`src/rtl/readback_pkg.sv`:
```
// Shared types and constants for the core->Jetson readback path.
// Word layout: ctrl[27:24] + data[23:0]; channel index travels separately as a 3-bit select.
package readback_pkg;

    localparam int RB_DW     = 28;
    localparam int RB_CTRL_W = 4;
    localparam int RB_DATA_W = 24;
    localparam int RB_SEL_W  = 3;

    localparam logic [RB_SEL_W-1:0]  RB_OVF_SEL  = 3'd7;
    localparam logic [RB_CTRL_W-1:0] RB_OVF_CTRL = 4'hF;

    typedef struct packed {
        logic [RB_CTRL_W-1:0] ctrl;
        logic [RB_DATA_W-1:0] data;
    } rb_word_t;

    // Scheduler phase: nothing pending / issuing / held off by a full FIFO.
    typedef enum logic [1:0] {
        RB_IDLE  = 2'd0,
        RB_ARB   = 2'd1,
        RB_STALL = 2'd2
    } rb_state_t;

    // Builds the overflow report word from a snapshot of the sticky flags.
    function automatic rb_word_t rb_ovf_report(input logic [RB_DATA_W-1:0] snap);
        rb_word_t w;
        w.ctrl = RB_OVF_CTRL;
        w.data = snap;
        return w;
    endfunction

endpackage

```
`src/rtl/readback_scheduler_rr_pick.sv`:
```
// Combinational round-robin first-set finder: returns the first set request
// at or after ptr, wrapping from N-1 back to 0. Usable by any arbiter.
module rr_pick #(
    parameter int N  = 6,
    parameter int IW = 3
) (
    input  logic [N-1:0]  req,
    input  logic [IW-1:0] ptr,
    output logic          found,
    output logic [IW-1:0] idx
);

    logic [N-1:0] hi_s;
    logic [N-1:0] scan_s;

    // Keep only requests at or above the pointer (the non-wrapped part of the scan).
    always_comb begin
        hi_s = '0;
        for (int k = 0; k < N; k++) begin
            hi_s[k] = req[k] & (IW'(k) >= ptr);
        end
    end

    // Lowest set bit of the upper part wins; otherwise wrap to the lowest set bit overall.
    always_comb begin
        scan_s = (|hi_s) ? hi_s : req;
        found  = |req;
        idx    = '0;
        for (int k = N - 1; k >= 0; k--) begin
            idx = scan_s[k] ? IW'(k) : idx;
        end
    end

endmodule

```
`src/rtl/readback_scheduler.sv`:
```
// Readback scheduler: per-channel 1-deep slots feeding the single SPI write
// FIFO through a round-robin pointer, with sticky per-channel overflow flags.
// Optional build macro READBACK_SCHED_OVF_REPORT_EN: a rising overflow flag
// queues a report word (sel 7, ctrl 4'hF, data = flag snapshot) that takes
// precedence over the round-robin pick.
module readback_scheduler
    import readback_pkg::*;
#(
    parameter int NCH   = 6,
    parameter int DW    = RB_DW,
    parameter int SEL_W = RB_SEL_W
) (
    input  logic             clk,
    input  logic             rst,
    input  logic [NCH-1:0]   in_req,
    input  logic [NCH*DW-1:0] in_data,
    output logic [NCH-1:0]   in_busy,
    input  logic             out_rdy,
    output logic             out_stb,
    output logic [DW-1:0]    out_data,
    output logic [SEL_W-1:0] out_sel,
    output logic [NCH-1:0]   ovf,
    input  logic             ovf_clr
);

    logic [NCH-1:0]   slot_full_r;
    logic [DW-1:0]    slot_word_r [NCH];
    logic [SEL_W-1:0] rr_ptr_r;
    rb_state_t        state_r;
    rb_state_t        state_nxt_s;

    logic             pick_found_s;
    logic [SEL_W-1:0] pick_idx_s;
    logic [SEL_W-1:0] ptr_nxt_s;
    logic             pending_s;
    logic             grant_s;
    logic [NCH-1:0]   gnt_vec_s;
    logic [NCH-1:0]   ovf_set_s;
    logic [NCH-1:0]   ovf_nxt_s;

`ifdef READBACK_SCHED_OVF_REPORT_EN
    logic             rep_pend_r;
    logic [DW-1:0]    rep_word_r;
    logic             rep_grant_s;
    logic [NCH-1:0]   ovf_rise_s;
`endif

    assign in_busy = slot_full_r;

    rr_pick #(.N(NCH), .IW(SEL_W)) u_pick (
        .req   (slot_full_r),
        .ptr   (rr_ptr_r),
        .found (pick_found_s),
        .idx   (pick_idx_s)
    );

    // Anything waiting to be issued (channel slots plus the report slot when built in).
    always_comb begin
`ifdef READBACK_SCHED_OVF_REPORT_EN
        pending_s = (|slot_full_r) | rep_pend_r;
`else
        pending_s = |slot_full_r;
`endif
    end

    // Phase register: remembers the phase of the cycle just closed, so ARB here means a word is on the bus.
    always_ff @(posedge clk or posedge rst) begin
        if (rst) begin
            state_r <= RB_IDLE;
        end else begin
            state_r <= state_nxt_s;
        end
    end

    // Phase of the current cycle, from slot occupancy and FIFO space only.
    always_comb begin
        state_nxt_s = RB_IDLE;
        if (!pending_s) begin
            state_nxt_s = RB_IDLE;
        end else if (out_rdy) begin
            state_nxt_s = RB_ARB;
        end else begin
            state_nxt_s = RB_STALL;
        end
    end

    // Strobe decodes the registered phase; grant decisions decode the current phase.
    always_comb begin
        out_stb = (state_r == RB_ARB);
        grant_s = 1'b0;
`ifdef READBACK_SCHED_OVF_REPORT_EN
        rep_grant_s = 1'b0;
`endif
        case (state_nxt_s)
            RB_ARB: begin
`ifdef READBACK_SCHED_OVF_REPORT_EN
                rep_grant_s = rep_pend_r;
                grant_s     = pick_found_s & ~rep_pend_r;
`else
                grant_s     = pick_found_s;
`endif
            end
            default: begin
                grant_s = 1'b0;
            end
        endcase
    end

    // Per-slot grant decode, overflow detection (set beats clear) and pointer advance.
    always_comb begin
        for (int i = 0; i < NCH; i++) begin
            gnt_vec_s[i] = grant_s & (pick_idx_s == SEL_W'(i));
        end
        ovf_set_s = in_req & slot_full_r & ~gnt_vec_s;
        ovf_nxt_s = ovf_set_s | (ovf & {NCH{~ovf_clr}});
        ptr_nxt_s = (pick_idx_s == SEL_W'(NCH - 1)) ? '0 : pick_idx_s + SEL_W'(1);
    end

    // Slot loads, grant bookkeeping and the registered output word.
    always_ff @(posedge clk or posedge rst) begin
        if (rst) begin
            slot_full_r <= '0;
            for (int i = 0; i < NCH; i++) begin
                slot_word_r[i] <= '0;
            end
            rr_ptr_r <= '0;
            ovf      <= '0;
            out_data <= '0;
            out_sel  <= '0;
        end else begin
            for (int i = 0; i < NCH; i++) begin
                if (in_req[i]) begin
                    slot_word_r[i] <= in_data[i*DW +: DW];
                end
            end
            slot_full_r <= (slot_full_r & ~gnt_vec_s) | in_req;
            ovf         <= ovf_nxt_s;
            if (grant_s) begin
                out_data <= slot_word_r[pick_idx_s];
                out_sel  <= pick_idx_s;
                rr_ptr_r <= ptr_nxt_s;
            end
`ifdef READBACK_SCHED_OVF_REPORT_EN
            else if (rep_grant_s) begin
                out_data <= rep_word_r;
                out_sel  <= SEL_W'(RB_OVF_SEL);
            end
`endif
        end
    end

`ifdef READBACK_SCHED_OVF_REPORT_EN
    // Flags going 0->1 this cycle trigger a report.
    always_comb begin
        ovf_rise_s = ovf_nxt_s & ~ovf;
    end

    // Report slot: never overwritten while pending, re-armed in the cycle it issues.
    always_ff @(posedge clk or posedge rst) begin
        if (rst) begin
            rep_pend_r <= 1'b0;
            rep_word_r <= '0;
        end else if ((|ovf_rise_s) && (!rep_pend_r || rep_grant_s)) begin
            rep_pend_r <= 1'b1;
            rep_word_r <= DW'(rb_ovf_report(RB_DATA_W'(ovf_nxt_s)));
        end else if (rep_grant_s) begin
            rep_pend_r <= 1'b0;
        end
    end
`endif

endmodule

```
`config.mk`:
```
export PLATFORM = sky130hd
export DESIGN_NAME = readback_scheduler
export DESIGN_NICKNAME = d
export VERILOG_FILES = /design/src/rtl/readback_pkg.sv /design/src/rtl/readback_scheduler_rr_pick.sv /design/src/rtl/readback_scheduler.sv
export SDC_FILE = /design/constraint.sdc
export NUM_CORES = 1
export LEC_CHECK = 0
export ABC_AREA = 1
export CORE_ASPECT_RATIO = 2
export CORE_MARGIN = 1.5
export CORE_UTILIZATION = 45
export CTS_CLUSTER_SIZE = 40
export DETAILED_ROUTE_END_ITERATION = 6
export PLACE_DENSITY = 0.79
export SLEW_MARGIN = 0
export SYNTH_ARGS = -nofsm -noshare
export SYNTH_HDL_FRONTEND = slang
export SYNTH_SLANG_ARGS = --single-unit
```
`constraint.sdc`:
```
create_clock -name clk -period 8.1 [get_ports clk]
set_clock_uncertainty 0.2 [all_clocks]
set_input_delay 1.215 -clock clk [delete_from_list [all_inputs] [get_ports clk]]
set_output_delay 1.215 -clock clk [all_outputs]
set_load 0.05 [all_outputs]
```
==> flow_results.org <==
** Placement
- RePlAce Congestion :: 0.8940
- During placement, the flow inserted port buffers numbering 221.
- Placed cell count :: 1,709
- Post-placement setup slack :: 4187 ps
- Cell area reported after detailed placement :: 0.01217 mm2
- Detailed Place HPWL :: 21,040 um

** Routing
- Initial DRT Pass Iterations :: 6
- For this block, the initial DRC count from the detailed router was roughly 580.
- Vias after detailed routing :: 8,974
- Avg Vias per Cell :: just over 5
- In the detailed route, the total length drawn on met2 is 15,270 um.
- In the final routing, the length of wire on met1 measures 10,680 um.
- The detailed router used layers up to and including met4.
- Final ANT Viol Nets :: 0
- In the detailed route, the total length drawn on met3 is 1502 um.
- In the final routed layout, each cell accounts on average for 16.75 um.
- Summed over all layers, the routed wires come to 29,220 um.
- Post-detailed-route DRC marker count :: 0

** Floorplanning
- The core region is 0.02159 mm2.
- In this run the horizontal extent of the chip is 107.8 um.
- The die covers 0.02292 mm2.
- Overall die height :: 212.6 um
- After floorplanning, the core was divided into 76 placement rows.
- Effective utilization at floorplan :: roughly 46%
- Io pins :: 222

** Global routing
- Number of global-route vias before repair :: around 9,000
- Entering global routing, the biggest net connects 151 pins.
- Global-route wire length before repair :: ~45,000 um
- For this run, the total global-route usage over all layers was measured as 25.59%.
- Grt total ovfl :: 0
- Antenna violations before repair :: 0

** Worst setup path
- The slowest stage of the critical path is the sky130_fd_sc_hd__nand2_2 cell.
- Endpoint type of the worst setup path :: register
- For the worst setup path, the data arrival time is 4190 ps.
- Category of the critical setup timing path :: reg2reg
- Startpoint kind of the worst setup timing path :: register
- Delay of the slowest critical-path stage :: 680 ps
- Along the worst path, the maximum fanout reaches 31.
- Among the stages of the critical path, the cell type that occurs most often is sky130_fd_sc_hd__nand2_2.
- Counting both buffers and inverters, the worst setup path holds a total of 2.
- The signal on the critical path passes through inv_1 -> nor2_1 -> nand2_1 -> nand2_2 -> nor2_4 -> nand3_1 -> nand2_2 -> inv_2 -> nand2_2 -> nand2_2 -> nand2_2 -> nand3_4 -> nor2_1 -> nor2_1 -> nand2_1.
- Worst EP required :: 8340 ps
- On the critical path the largest part of the delay comes from simple AND/OR/NAND/NOR gates.

** CTS
- Number of buffers inserted by hold repair at cts :: 0
- The clock drives 216 sinks.
- Number of buffers between clock root and the deepest sink :: 3
- Post-CTS sizing :: 0
- The root buffer cell chosen for the clock tree is sky130_fd_sc_hd__clkbuf_16.
- Depth of the CTS H-tree :: 1
- TritonCTS built the clock tree.
- Clock-pin slew was measured on the worst setup and hold paths at ~70 ps.
- Clock insertion delay at the later pin of the skew report :: 500 ps
- Post-CTS timing repair inserted 0 buffers for setup.
- Counting the buffers created by CTS gives 21.

** Synth
- The Yosys step of the flow raised 0 warnings.
- Post-synth top flop :: sky130_fd_sc_hd__dfrtp_1
- Synthesis handed over a netlist of 1,278 instances.
- Sequential fraction of the synthesis area :: 54.67%
- In this run, synthesis inferred 0 flip-flops with an integrated enable.
- In this run the cell area of the synthesized design comes to 0.009887 mm2.
- A synthesized cell averages 7.736 um2.
- Counting flops with an async set or reset pin after synthesis yields a share of 100.0%.
- Flop and latch count out of synthesis :: 216
- Yosys mapped the design onto 28 distinct sky130hd cell types.
- Nets in the synthesized netlist :: roughly 1,500

** Timing
- Setup repair after global routing left no endpoint under its margin.
- Hold is met by roughly 270 ps.
- Across all setup checks in the final design, the least slack found is 4148 ps.
- The number of failing hold endpoints at the final stage was 0.
- Summed over all failing endpoints, the final setup total negative slack is 0 ps.
- Dividing the final minimum period by the clock period gives 48.79%.
- The max-slew violation count is 0.
- Setup Viol. Count Final :: 0
- At the pin with the least slew margin, the transition time is 1195 ps.
- Maximum operating frequency :: 0.2530 GHz
- Relative max-transition margin :: 20.23%
- For the finished layout, the period the worst path requires is 3952 ps.

** Final layout
- 0 antenna diodes ended up in the layout.
- Leaving out fill and tap cells, the most frequent cell in the layout is sky130_fd_sc_hd__nand2_1.
- In the final layout, the share of cells above drive strength 1 is 4.891%.
- For this run, the post-layout net count is 1,638.
- The top cell types in the final layout, fill and taps aside, are sky130_fd_sc_hd__nand2_1 (648), sky130_fd_sc_hd__clkdlybuf4s50_1 (220), sky130_fd_sc_hd__dfrtp_1 (216).
- Cells fill roughly three fifths of the core in the end.
- Post-Layout Inst Area :: 0.01284 mm2
- Relative to the synthesized area, the layout overhead comes to 29.83%.
- After the flow finishes, the layout carries non-filler instances totaling 1,745.

** Power and ir drop
- Maximum ir drop on the vdd rail :: approximately 200 uV
- In this run the static leakage power is 6.460 nW.
- Power density over the cells :: 332.4 mW/mm2
- Total power after layout :: 4.267 mW

** Flow run
- Max-cap violations :: 0

** Outcome
- The flow ran to the end, and the final reports show no timing, DRC or antenna violations.

** Hold path
- In this run the worst hold path is classified as reg2reg.
sequential cells by signal (all words and copies together) (netlist names):
name         flops
ovf              6
slot_word_r    168
in_busy          6
out_sel          3
state_r          2
out_data        28
rr_ptr_r         3
area by class of cell:
| cell class | count | area, um2 |
|---|---|---|
| fill | 1949 | 8750 |
| inverter | 55 | 214.0 |
| clock inverter | 5 | 56.30 |
| sequential | 216 | 5405 |
| clock buffer | 31 | 613.1 |
| timing repair buffer | 231 | 2282 |
| tap | 273 | 341.6 |
| multi-input combinational | 934 | 3924 |
final timing paths:
check                                 start               end  slack [ps]  cells after the start
setup / recovery                 in_busy[0]      out_data[11]        4150                     15
hold / removal             slot_word_r[107]  slot_word_r[107]         270                      2
setup reg to reg                 in_busy[0]      out_data[11]        4150                     15
hold reg to reg            slot_word_r[107]  slot_word_r[107]         270                      2
max in group asynchronous               rst  slot_word_r[133]        5150                      3
min in group asynchronous               rst   slot_word_r[26]        1150                      2
synth_stat cells, types with 8 or more instances:
master	instances	area [um2]
sky130_fd_sc_hd__buf_1	8	30.03
sky130_fd_sc_hd__buf_2	15	75.07
sky130_fd_sc_hd__clkbuf_1	38	142.6
sky130_fd_sc_hd__dfrtp_1	216	5405
sky130_fd_sc_hd__inv_1	47	176.4
sky130_fd_sc_hd__nand2_1	648	2432
sky130_fd_sc_hd__nand2_2	9	56.30
sky130_fd_sc_hd__nand3_1	65	325.3
sky130_fd_sc_hd__nand4_1	30	187.7
sky130_fd_sc_hd__nor2_1	69	259.0
sky130_fd_sc_hd__o21ai_0	45	225.2
sky130_fd_sc_hd__o21ai_1	52	260.3
power by group:
| part | leakage, nW | total [mW] | switching [mW] | internal [mW] |
|---|---|---|---|---|
| Clock | 0.327 | 0.965 | 0.409 | 0.556 |
| Combinational | 3.51 | 1.92 | 1.36 | 0.555 |
| Sequential | 2.62 | 1.38 | 0.130 | 1.25 |
| Total | 6.46 | 4.27 | 1.90 | 2.37 |
logic make-up (layout without fill, tap and decap cells):
| kind of cell | after synthesis | count (layout) | synth area share [%] |
|---|---|---|---|
| AO/OA/AOI/OAI | 102 | 102 | 5.378 |
| buffers and inverters | 128 | 322 | 5.669 |
| adder cells (fa/ha/maj) | 1 | 1 | 0.1265 |
| flip-flops | 216 | 216 | 54.67 |
| AND/OR/NAND/NOR | 831 | 831 | 34.16 |
worst min-delay path, cell delays in order (launching register included):
cell and delay (ps):
sky130_fd_sc_hd__dfrtp_1 340, sky130_fd_sc_hd__nand2_1 60, sky130_fd_sc_hd__nand2_1 50
routing by layer:
metal / vias to the layer above / global-route usage, %
met4: 0 / 14.43
li1: 4341 / -
met1: 4201 / 29.09
met5: - / 0
met2: 342 / 46.23
met3: 90 / 2.422
No activity file was read; power rests on OpenSTA's default activity.
